**src/rtl/cacheline_arbiter.sv**
```systemverilog
// Two-requester cacheline arbiter: shares one physical-memory port between the
// I-cache (read only) and the D-cache (read/write), one line transaction at a time.
module cacheline_arbiter #(
  parameter int s_line = 256,
  parameter int s_addr = 32
) (
  input  logic              clk,
  input  logic              rst,
  input  logic [s_addr-1:0] i_pmem_address,
  input  logic              i_pmem_read,
  output logic [s_line-1:0] i_pmem_rdata,
  output logic              i_pmem_resp,
  input  logic [s_addr-1:0] d_pmem_address,
  input  logic              d_pmem_read,
  input  logic              d_pmem_write,
  input  logic [s_line-1:0] d_pmem_wdata,
  output logic [s_line-1:0] d_pmem_rdata,
  output logic              d_pmem_resp,
  output logic [s_addr-1:0] pmem_address,
  output logic              pmem_read,
  output logic              pmem_write,
  output logic [s_line-1:0] pmem_wdata,
  input  logic [s_line-1:0] pmem_rdata,
  input  logic              pmem_resp
);

  // Handshake: a requester holds its strobe until it sees its own resp for one
  // cycle; memory holds nothing of ours except the latched request, and a
  // single-cycle pmem_resp ends the transaction.
  typedef enum logic [1:0] {
    IDLE    = 2'd0,
    SERVE_I = 2'd1,
    SERVE_D = 2'd2,
    RECOVER = 2'd3
  } state_e;

  state_e            state_q, state_d;
  logic              last_d_q, last_d_d;
  logic [s_addr-1:0] addr_q, addr_d;
  logic [s_line-1:0] wdata_q, wdata_d;
  logic              wr_q, wr_d;
  logic              d_req;

  assign i_pmem_rdata = pmem_rdata;
  assign d_pmem_rdata = pmem_rdata;

  always_comb begin
    state_d      = state_q;
    last_d_d     = last_d_q;
    addr_d       = addr_q;
    wdata_d      = wdata_q;
    wr_d         = wr_q;
    pmem_read    = 1'b0;
    pmem_write   = 1'b0;
    pmem_address = '0;
    pmem_wdata   = '0;
    i_pmem_resp  = 1'b0;
    d_pmem_resp  = 1'b0;
    d_req        = d_pmem_read | d_pmem_write;

    unique case (state_q)
      IDLE: begin
        // On a tie the requester that was not served last wins.
        if (i_pmem_read && (!d_req || last_d_q)) begin
          state_d  = SERVE_I;
          addr_d   = i_pmem_address;
          wdata_d  = '0;
          wr_d     = 1'b0;
          last_d_d = 1'b0;
        end else if (d_req) begin
          state_d  = SERVE_D;
          addr_d   = d_pmem_address;
          wdata_d  = d_pmem_wdata;
          wr_d     = d_pmem_write;
          last_d_d = 1'b1;
        end
      end
      SERVE_I: begin
        pmem_read    = 1'b1;
        pmem_address = addr_q;
        i_pmem_resp  = pmem_resp;
        if (pmem_resp) state_d = RECOVER;
      end
      SERVE_D: begin
        pmem_read    = ~wr_q;
        pmem_write   = wr_q;
        pmem_address = addr_q;
        pmem_wdata   = wdata_q;
        d_pmem_resp  = pmem_resp;
        if (pmem_resp) state_d = RECOVER;
      end
      RECOVER: begin
        // Lets the served requester drop its strobe before arbitration resumes.
        state_d = IDLE;
      end
      default: state_d = IDLE;
    endcase
  end

  always_ff @(posedge clk) begin
    if (rst) begin
      state_q  <= IDLE;
      last_d_q <= 1'b0;
      addr_q   <= '0;
      wdata_q  <= '0;
      wr_q     <= 1'b0;
    end else begin
      state_q  <= state_d;
      last_d_q <= last_d_d;
      addr_q   <= addr_d;
      wdata_q  <= wdata_d;
      wr_q     <= wr_d;
    end
  end

endmodule

```
**config.mk**
```make
export PLATFORM = sky130hd
export DESIGN_NAME = cacheline_arbiter
export DESIGN_NICKNAME = d
export VERILOG_FILES = /design/src/rtl/cacheline_arbiter.sv
export SDC_FILE = /design/constraint.sdc
export NUM_CORES = 1
export LEC_CHECK = 0
export ABC_CLOCK_PERIOD_IN_PS = 1800
export CAP_MARGIN = 25
export CORE_AREA = 2 2 545 547
export CTS_CLUSTER_DIAMETER = 150
export DETAILED_ROUTE_END_ITERATION = 10
export DIE_AREA = 0 0 547 549
export GPL_ROUTABILITY_DRIVEN = 0
export PLACE_DENSITY = 0.3
export SLEW_MARGIN = 20
export SYNTH_ARGS = -nofsm -noshare
export SYNTH_HDL_FRONTEND = slang
export SYNTH_SLANG_ARGS = --single-unit
```
**constraint.sdc**
```tcl
create_clock -name clk -period 1.8 [get_ports clk]
set_input_delay 0.36 -clock clk [delete_from_list [all_inputs] [get_ports clk]]
set_output_delay 0.36 -clock clk [all_outputs]
set_load 0.01 [all_outputs]
```
==> flow_summary_export.csv <==
group,metric,value,unit
run_status,status,"finished, violations left",
run_status,violations,"setup timing",
placed_design,io_buffers,617,
sta,setup_viol,294,
global_routing,grt_use_met3,0.103,
global_routing,grt_usage,0.104,
global_routing,grt_max_degree,62,
critical_path,crit_start,"state_q[0]",
critical_path,path_buf_inv,7,
clock_tree,clk_latency,0.66,ns
synthesis,synthSimpleGateAreaFrac,0.172,
power,powerDensity,1340,mW/mm^2
global_routing,use_met1,0.0842,
critical_path,reg2reg_slack,-0.25,ns
drt,via_count,15334,
clock_tree,cts_tree,"yes",
global_routing,grt.overflow.total,0,
synthesis,async_reset_ff_frac,0,
floorplan,die_area,0.300,sq mm
synthesis,ys_types,29,
clock_tree,clockBufferDepth,3,
drt,dr.pass1.iters,5,
sta,fmax,380,MHz
critical_path,worstPathMaxFanout,7,
drt,vias_per_cell,2.52,
sta,skew,0.0378,ns
sta,finalHoldViolCount,0,
sta,slew_violations,0,
global_routing,antenna_found_initial,40,
sta,max_slew_margin,0.570,
power,vdd_ir_drop_max,0.672,mV
layout,layout_common_cells,"323 x clkdlybuf4s50_1, 290 x dfxtp_1, 257 x nor2_1",
worst_hold_path,hold_path_class,"primary input to flop",
floorplan,die-width,547,um
critical_path,required,1.44,ns
critical_path,crit_path_end_kind,"output pin",
critical_path,crit_arrival,2.27,ns
critical_path,worstPathCellList,"inv_4 > ha_4 > buf_12 > buf_12 > buf_12 > buf_16 > clkbuf_16 > and2_4 > buf_12",
global_routing,grt.busiest_layer,"met2",
synthesis,synth_edf_count,0,
layout,layout-drive-gt1-share,0.342,
critical_path,max_stage_delay,0.35,ns
synthesis,ys_warn_count,0,
power,p_leak,9.86,nW
sta,post-route-min-period,2.63,ns
sta,tightest_slew,0.645,ns
floorplan,die_h,549,um
global_routing,grt_pass1_wl,199,mm
layout,area.growth.synth_to_final,70.8,%
synthesis,synth_compound_area_frac,0.186,
critical_path,reg2reg_depth,10,
critical_path,start_kind,"flop",
power,finalPower,37.4,mW
floorplan,rows,200,
critical_path,crit_path_end,"pmem_wdata[1]",
drt,wl,166,mm
critical_path,worst-setup-path-type,"flop to output pin",
global_routing,use_met2,0.173,
run,max_cap_violations,0,
synthesis,synth.cell_area,0.0164,sq mm
sta,rsz0062_at_grt,"yes",
critical_path,worst_path_max_delay_cell,"dfxtp_2",
layout,fillCellCount,34130,
synthesis,ys_seq_elements,292,
synthesis,synthMuxAreaShare,0,
clock_tree,root_buffer,"clkbuf_16",
drt,ant_nets,0,
critical_path,worstSetupPathDepth,9,
clock_tree,clk_pin_slew,0.05,ns
drt,dr.first_iter.drc_count,895,
drt,wl_per_cell,27.2,um
sta,fin_crit_sh,1.46,
clock_tree,cts_sinks,292,
synthesis,synth-seq-area-share,0.356,
clock_tree,htreeDepth,2,
placed_design,dp_hpwl,139,mm
critical_path,crit_top_cell,"buf_12",
synthesis,synth_top_family_by_area,"buffers and inverters",
drt,drc,0,
floorplan,start_util,0.0556,
clock_tree,cts_buffers,46,
layout,layout_commonest_cell,"clkdlybuf4s50_1",
synthesis,avgSynthCellArea,8.47,sq um
synthesis,synth_cells,1935,
sta,setup_slack,-0.833,ns
critical_path,reg2reg_from,"state_q[0]",
critical_path,path_delay_family,"buffers and inverters",
layout,nets,2700,
synthesis,synthFlopType,"dfxtp_1",
critical_path,r2r-end,"state_q[0]",
synthesis,synthXorXnorAreaFrac,0,
synthesis,synth_fp_nets,2520,
floorplan,ios,1386,
floorplan,coreArea,0.295,sq mm
global_routing,grt_pass1_vias,15550,
layout,utilization,0.0950,
synthesis,yosys.area_share.adder,0.00229,
[flip-flops by register name, summed over array words and instances, names as in the netlist]
register / count
wr_q: 1
addr_q: 32
last_d_q: 1
state_q: 2
wdata_q: 256
[logic make-up after synthesis]
group                      after synthesis
buffers and inverters                  687
and+or+nand+nor                        554
AOI/OAI and AO/OA                      399
DFF                                    292
adders and majority gates                3
[metrics by stage]
step                      instance area [sq um]  worst slack (ns)  setup TNS (ns)  hold WS, ns  instances
after global routing                      28000            -0.926         -213.58        0.152       6092
after CTS                                 27300             -1.02         -237.04       0.0882       6058
final                                     28000            -0.833         -189.35        0.166       6097
after floorplan                           16400            0.0756               0        0.441       1935
after global placement                    25300            -0.461         -187.19        0.459       5942
after detailed placement                  25300            -0.469         -182.98        0.468       5942
[area by class of cell]
| type | count | area [sq um] | area share |
|---|---|---|---|
| Inverter | 5 | 21.3 | 0.000759 |
| Clock inverter | 14 | 228 | 0.00813 |
| Multi-Input combinational cell | 956 | 6390 | 0.228 |
| Tap cell | 3939 | 4930 | 0.176 |
| Sequential cell | 292 | 5850 | 0.209 |
| Antenna cell | 7 | 17.5 | 0.000625 |
| Clock buffer | 70 | 1360 | 0.0486 |
| Timing Repair Buffer | 814 | 9220 | 0.329 |
[routing by layer]
metal | wire, um | vias up
met1 | 47000 | 7163
met2 | 78600 | 1419
met4 | 4340 | 16
met5 | 109 | -
li1 | - | 6533
met3 | 35500 | 203
[repair_timing]
action	4_1_cts	5_1_grt
setup buffers	26	35
hold endpoints to repair	3	0
gates cloned	5	13
hold buffers	1	0
resized for setup	473	571
pin swaps	18	28
endpoints found under the setup margin	293	293
[tightest hold or removal path, delay by kind of cell]
family                 cells  cell delay, ns
AOI/OAI and AO/OA          2            0.23
buffers and inverters      1            0.17
[synth_stat cells (3+ instances only)]
master / n / share of area
buf_4: 524 / 0.24
nor2_1: 257 / 0.059
clkbuf_1: 93 / 0.021
a31oi_1: 32 / 0.012
and2_1: 291 / 0.11
a21oi_1: 34 / 0.010
dfxtp_1: 292 / 0.36
inv_1: 5 / 0.0011
a32oi_1: 256 / 0.14
o21ai_0: 66 / 0.020
buf_2: 61 / 0.019
ha_1: 3 / 0.0023
[report_power, final]
group / internal, mW / switching (mW) / total, mW
Sequential: 8.24 / 1.45 / 9.69
Combinational: 8.97 / 9.07 / 18.0
Clock: 5.81 / 3.87 / 9.68
[worst min path at each step]
stage	start	slack [ns]	depth (start not counted)	end
after detailed placement	wdata_q[223]	0.47	2	wdata_q[223]
final	i_pmem_read	0.17	3	addr_q[10]
after CTS	i_pmem_read	0.09	3	addr_q[10]
after floorplan	wr_q	0.44	2	wr_q
after global placement	wdata_q[223]	0.46	2	wdata_q[223]
after global routing	i_pmem_read	0.15	3	addr_q[10]
Power figures use the tool's default switching activity.
